$ cat config.mk
export PLATFORM = sky130hd
export DESIGN_NAME = sys_umuladd
export DESIGN_NICKNAME = d
export VERILOG_FILES = /design/src/rtl/sys_arith_pkg.sv /design/src/rtl/sys_umuladd_step.sv /design/src/rtl/sys_umuladd.sv
export SDC_FILE = /design/constraint.sdc
export NUM_CORES = 1
export LEC_CHECK = 0
export ABC_CLOCK_PERIOD_IN_PS = 4200
export BUFFER_PORTS_ARGS = -buffer_cell sky130_fd_sc_hd__buf_2
export CELL_PAD_IN_SITES_DETAIL_PLACEMENT = 1
export CELL_PAD_IN_SITES_GLOBAL_PLACEMENT = 2
export CORE_UTILIZATION = 37
export DETAILED_ROUTE_END_ITERATION = 7
export PLACE_DENSITY = 0.87
export RECOVER_POWER = 50
export SYNTH_ARGS = -nofsm -noshare
export SYNTH_HDL_FRONTEND = slang
export SYNTH_SLANG_ARGS = --single-unit
export TNS_END_PERCENT = 5
$ cat constraint.sdc
create_clock -name clk -period 4.2 [get_ports clk]
set_input_delay 1.26 -clock clk [delete_from_list [all_inputs] [get_ports clk]]
set_output_delay 1.26 -clock clk [all_outputs]
set_load 0.02 [all_outputs]
$ cat src/rtl/sys_arith_pkg.sv
// Shared types and sizing helpers for the sys_* arithmetic helpers.
// Build option: SYS_UMULADD_RADIX4_EN retires two multiplier bits per RUN
// cycle in sys_umuladd instead of one.
package sys_arith_pkg;

  // Control states of the multiply-accumulate sequencer.
  typedef enum logic [1:0] {
    IDLE = 2'd0,
    RUN  = 2'd1,
    DONE = 2'd2
  } umuladd_state_t;

  // Multiplier bits consumed per RUN cycle.
`ifdef SYS_UMULADD_RADIX4_EN
  localparam int unsigned UMULADD_DIGIT_W = 2;
`else
  localparam int unsigned UMULADD_DIGIT_W = 1;
`endif

  // Result width: one guard bit above the full product so that adding an
  // addend no wider than the product can never overflow.
  function automatic int unsigned umuladd_result_w(input int unsigned nb_mul1,
                                                   input int unsigned nb_mul2);
    return nb_mul1 + nb_mul2 + 1;
  endfunction

  // Number of RUN cycles needed to retire every multiplier bit.
  function automatic int unsigned umuladd_iters(input int unsigned nb_mul2);
    return (nb_mul2 + UMULADD_DIGIT_W - 1) / UMULADD_DIGIT_W;
  endfunction

  // Multiplier shift register width, rounded up to a whole number of digits.
  function automatic int unsigned umuladd_mplier_w(input int unsigned nb_mul2);
    return umuladd_iters(nb_mul2) * UMULADD_DIGIT_W;
  endfunction

endpackage

$ cat src/rtl/sys_umuladd_step.sv
// One shift-add step of the unsigned multiply-accumulate: adds the
// multiplicand scaled by the current multiplier digit to the accumulator.
// Build option: SYS_UMULADD_RADIX4_EN selects a 2-bit digit, using a
// precomputed 3x multiplicand for the digit value 3.
module sys_umuladd_step #(
  parameter int unsigned RW = 33,
  parameter int unsigned DW = 1
) (
  input  logic [RW-1:0] acc_i,
  input  logic [RW-1:0] mcand_i,
`ifdef SYS_UMULADD_RADIX4_EN
  input  logic [RW-1:0] mcand3_i,
`endif
  input  logic [DW-1:0] digit_i,
  output logic [RW-1:0] acc_o
);

  // Select the scaled multiplicand for this digit and accumulate it.
  always_comb begin
    acc_o = acc_i;
`ifdef SYS_UMULADD_RADIX4_EN
    case (digit_i)
      2'd0:    acc_o = acc_i;
      2'd1:    acc_o = acc_i + mcand_i;
      2'd2:    acc_o = acc_i + (mcand_i << 1);
      default: acc_o = acc_i + mcand3_i;
    endcase
`else
    if (digit_i[0]) acc_o = acc_i + mcand_i;
`endif
  end

endmodule

$ cat src/rtl/sys_umuladd.sv
// Sequential unsigned multiply-accumulate: result = mul1*mul2 + add.
// Rebuilds a divider's dividend from quotient, divisor and remainder.
// Build option: SYS_UMULADD_RADIX4_EN halves the RUN phase by retiring two
// multiplier bits per cycle; handshake and reset behaviour are unchanged.
//
// Handshake: start is a one-cycle request sampled together with the
// operands on a rising edge while the block is IDLE; starts in RUN or DONE
// are dropped. busy is high for every RUN cycle, done pulses for exactly one
// cycle with result valid, and result then holds until the next completion.
module sys_umuladd
  import sys_arith_pkg::*;
#(
  parameter int unsigned NB_MUL1 = 16,
  parameter int unsigned NB_MUL2 = 16,
  parameter int unsigned NB_ADD  = 16
) (
  input  logic                       clk,
  input  logic                       reset_n,
  input  logic                       start,
  output logic                       busy,
  output logic                       done,
  input  logic [NB_MUL1-1:0]         mul1,
  input  logic [NB_MUL2-1:0]         mul2,
  input  logic [NB_ADD-1:0]          add,
  output logic [NB_MUL1+NB_MUL2:0]   result,
  output umuladd_state_t             dbg_state
);

  localparam int unsigned RW    = umuladd_result_w(NB_MUL1, NB_MUL2);
  localparam int unsigned DW    = UMULADD_DIGIT_W;
  localparam int unsigned ITERS = umuladd_iters(NB_MUL2);
  localparam int unsigned MW    = umuladd_mplier_w(NB_MUL2);
  localparam int unsigned CW    = $clog2(ITERS + 1);
  localparam logic [CW-1:0] CNT_LOAD = CW'(ITERS - 1);

  // The addend must fit under the product so the guard bit suffices.
  if (NB_ADD > NB_MUL1 + NB_MUL2) begin : g_add_width_check
    $error("sys_umuladd: NB_ADD must not exceed NB_MUL1+NB_MUL2");
  end
  if (NB_MUL2 < 1) begin : g_mul2_width_check
    $error("sys_umuladd: NB_MUL2 must be at least 1");
  end

  umuladd_state_t state_q, state_d;
  logic [RW-1:0]  acc_q, acc_d;
  logic [RW-1:0]  mcand_q, mcand_d;
  logic [MW-1:0]  mplier_q, mplier_d;
  logic [CW-1:0]  cnt_q, cnt_d;
  logic [RW-1:0]  result_q, result_d;
  logic [RW-1:0]  acc_step;
`ifdef SYS_UMULADD_RADIX4_EN
  logic [RW-1:0]  mcand3_q, mcand3_d;
`endif

  sys_umuladd_step #(
    .RW (RW),
    .DW (DW)
  ) u_step (
    .acc_i    (acc_q),
    .mcand_i  (mcand_q),
`ifdef SYS_UMULADD_RADIX4_EN
    .mcand3_i (mcand3_q),
`endif
    .digit_i  (mplier_q[DW-1:0]),
    .acc_o    (acc_step)
  );

  // Next-state and datapath update for the IDLE/RUN/DONE sequence.
  always_comb begin
    state_d  = state_q;
    acc_d    = acc_q;
    mcand_d  = mcand_q;
    mplier_d = mplier_q;
    cnt_d    = cnt_q;
    result_d = result_q;
`ifdef SYS_UMULADD_RADIX4_EN
    mcand3_d = mcand3_q;
`endif
    case (state_q)
      IDLE: begin
        if (start) begin
          state_d  = RUN;
          acc_d    = RW'(add);
          mcand_d  = RW'(mul1);
          mplier_d = MW'(mul2);
          cnt_d    = CNT_LOAD;
`ifdef SYS_UMULADD_RADIX4_EN
          mcand3_d = RW'(mul1) + (RW'(mul1) << 1);
`endif
        end
      end
      RUN: begin
        acc_d    = acc_step;
        mcand_d  = mcand_q << DW;
        mplier_d = mplier_q >> DW;
`ifdef SYS_UMULADD_RADIX4_EN
        mcand3_d = mcand3_q << DW;
`endif
        if (cnt_q == '0) begin
          // Capture on the last step so result is valid while done is high.
          state_d  = DONE;
          result_d = acc_step;
        end else begin
          cnt_d = cnt_q - CW'(1);
        end
      end
      DONE: begin
        state_d = IDLE;
      end
      default: begin
        state_d = IDLE;
      end
    endcase
  end

  // State and datapath registers with synchronous active-low reset.
  always_ff @(posedge clk) begin
    if (!reset_n) begin
      state_q  <= IDLE;
      acc_q    <= '0;
      mcand_q  <= '0;
      mplier_q <= '0;
      cnt_q    <= '0;
      result_q <= '0;
`ifdef SYS_UMULADD_RADIX4_EN
      mcand3_q <= '0;
`endif
    end else begin
      state_q  <= state_d;
      acc_q    <= acc_d;
      mcand_q  <= mcand_d;
      mplier_q <= mplier_d;
      cnt_q    <= cnt_d;
      result_q <= result_d;
`ifdef SYS_UMULADD_RADIX4_EN
      mcand3_q <= mcand3_d;
`endif
    end
  end

  assign busy      = (state_q == RUN);
  assign done      = (state_q == DONE);
  assign result    = result_q;
  assign dbg_state = state_q;

endmodule

==> summary.txt <==
Run status
  • Status: completed

Power and ir drop
  • Sw Pwr: about 1000 uW
  • Sw frac: 0.286
  • Internal Power: between 2000 and 3000 uW
  • Max VDD drop: about 0.32 mV
  • Pwr/cell area: 464 nW/um^2
  • Logic gate share of total power: 0.175
  • P_leak: 0.00327 uW
  • Power share of the clock group: 0.456
  • Register share of total power: 0.370

Synthesis
  • FFs w/ async S/R, synth: 0
  • Syn_nets: 903
  • Post-synthesis register bit count: 122
  • Synth warn: 0
  • Count of cell types in the netlist: 59
  • Netlist Area Pre-Place: 6550 um^2
  • Post-synth EDFFs: 0
  • Most area-consuming cells after synthesis: dfxtp_1 (37%), nand2_1 (7.2%), ha_1 (6.5%)
  • Post-synth top area share: 0.373
  • Register area share after synthesis: 0.373
  • Primary FF master, synth: dfxtp_1
  • Avg Cell Area, Syn: roughly 8 um^2
  • Synth Instances: just over 800
  • Cell taking the most area after synthesis: dfxtp_1

Place
  • GPL Wtd Cong: roughly 0.83
  • DP HPWL: 14.0 mm
  • DP Cell Count: 1081
  • Port Buffers: 87
  • Worst slack, placed: ~1100 ps

Cells and area
  • Area Overhead vs Synth: 18.0%
  • Final core occ: 0.446
  • Filler Cell Count: 2130
  • Most common cell after layout, fill and taps aside: nand2_1
  • Non-filler instance count after layout: 1110
  • Multi-input logic area: between 3000 and 4000 um^2
  • Most frequent cells in the layout: nand2_1 (125), dfxtp_1 (121), nor2_1 (98)
  • Share of cells above drive strength 1: 0.121
  • Diodes inserted: 0
  • Fin nets: between 900 and 1k
  • Register area: 2440 um^2

Setup path
  • Critical path origin: reset_n
  • Worst Setup End Kind: flip-flop
  • Worst EP required: 4540 ps
  • WP data arrival: 3830 ps
  • CP startpoint kind: input pin
  • Crit path kind: input pin to flip-flop
  • Highest fanout seen on the critical path: 40
  • RR Startpoint: acc_q[1]

Timing
  • Hold Vio Cnt, Final: 0
  • Max Clock Skew: 9.77 ps
  • RSZ-0062 raised after global routing: false
  • Worst slew pin tran: around 1500 ps
  • Setup TNS: 0 ps
  • Setup violations, final: 0
  • Relative max-transition margin: 0.0122
  • Fin crit period: 3490 ps
  • Fin worst setup slack: 709 ps
  • Crit share post-route: 0.831
  • Fmax: 286 MHz
  • Max-slew violations: 0
  • Hold WS: 456 ps

Clocking
  • CTS Hold Bufs: 0
  • Post-CTS resize count: 0
  • Reg clk slew, reported paths: 60 ps
  • CTS root buf: clkbuf_16
  • Worst skew pair latency: 430 ps
  • Setup bufs post-CTS: 0
  • CTS tree: done
  • CTS max path bufs: 2
  • CTS sink count: 122
  • H-tree lvl count: 4
  • Cts bufs inserted: 17

Floorplan
  • Die Ht: about 140 um
  • Core Area: between 15000 and 20000 um^2
  • Initial Util: 0.378
  • Die area: about 18000 um^2
  • Ports: 88
  • Die Width: 135 um
  • # rows: 48

GRT
  • Total GRT Usage: 0.237
  • Largest net degree at the start of global routing: 72
  • Total grt overflow: 0
  • Number of global-route vias before repair: 6625
  • Wire length of the first global-routing pass: between 30 and 40 mm
  • Initial antenna violation count: 0

Detailed routing
  • DR vias/cell: 5.62
  • DR iter-0 viols: 254
  • 1st-pass router iterations: 4
  • Wire per inst: between 15 and 20 um
  • Vias post-DR: 6235
  • # DRC: 0
  • Routed WL: 20.5 mm
  • Final ANT Viol Nets: 0

Min path
  • Worst min-delay path category: flip-flop to flip-flop
  • HP Start: result[16]

Run
  • Max_cap viols: 0
## power by group through the flow
stage               clock [uW]  combinational, uW  sequential (uW)
global route              1700                690             1340
detailed placement           0                628             1350
finish                    1630                625             1320
global placement             0                605             1340
CTS                       1660                638             1320
floorplan                    0                420             1350
## worst max-delay path, cell delays in order
cell	delay, ps
clkbuf_1	1050
inv_1	220
clkbuf_2	600
nor2_1	260
buf_4	250
nand2_1	80
o21ai_0	80
## cell type report
| cell class | count | area share |
|---|---|---|
| Timing Repair Buffer | 97 | 0.0595 |
| Clock inverter | 8 | 0.0217 |
| Tap cell | 225 | 0.0365 |
| Clock buffer | 21 | 0.0609 |
| Multi-Input combinational cell | 628 | 0.500 |
| Inverter | 9 | 0.00438 |
| Sequential cell | 122 | 0.317 |
## per-stage QoR
stage / total power [uW] / area (um^2)
finish: 3580 / 7720
global route: 3730 / 7720
floorplan: 1770 / 6550
CTS: 3620 / 7770
global placement: 1950 / 7130
detailed placement: 1970 / 7130
## path summary, 6_finish.rpt
| check | end | slack [ps] | cells past startpoint |
|---|---|---|---|
| worst min-delay path | result[16] | 460 | 2 |
| worst min register to register | result[16] | 460 | 2 |
| worst max-delay path | acc_q[27] | 710 | 7 |
| worst max register to register | result[31] | 1120 | 10 |
## synth_stat cells (11+ instances only)
library cell and count:
nand2_1 125, dfxtp_1 122, nor2_1 99, a21oi_1 64, clkbuf_1 54, o21ai_0 43
ha_1 34, a311oi_1 31, a211oi_1 23, a22oi_1 22, mux2i_1 18, a21o_1 17
nor3_1 16, xnor2_1 15, xor2_1 12, nand3_1 11
## state kept, by name (all words and copies together) (netlist names)
| name | count |
|---|---|
| acc_q | 33 |
| result | 33 |
| cnt_q | 5 |
| dbg_state | 2 |
| mcand_q | 33 |
| mplier_q | 16 |
## routing by layer
| metal | GRT usage | vias to the layer above | share of wire |
|---|---|---|---|
| met4 | 0.0799 | 0 | 0.016 |
| li1 | - | 3053 | - |
| met3 | 0.0409 | 26 | 0.027 |
| met1 | 0.286 | 3068 | 0.46 |
| met2 | 0.423 | 88 | 0.50 |
| met5 | 0 | - | 0 |
## cell families (layout without fill, tap and decap cells)
family,Yosys count,after routing,synth area share
adders and majority gates,35,35,0.0681
AOI/OAI and AO/OA,249,249,0.257
muxes,19,19,0.0292
buffers and inverters,67,135,0.0386
and+or+nand+nor,297,297,0.195
xor gates and xnor gates,28,28,0.0386
DFF,122,122,0.373
Note: power is estimated with default switching activity, not from simulation.
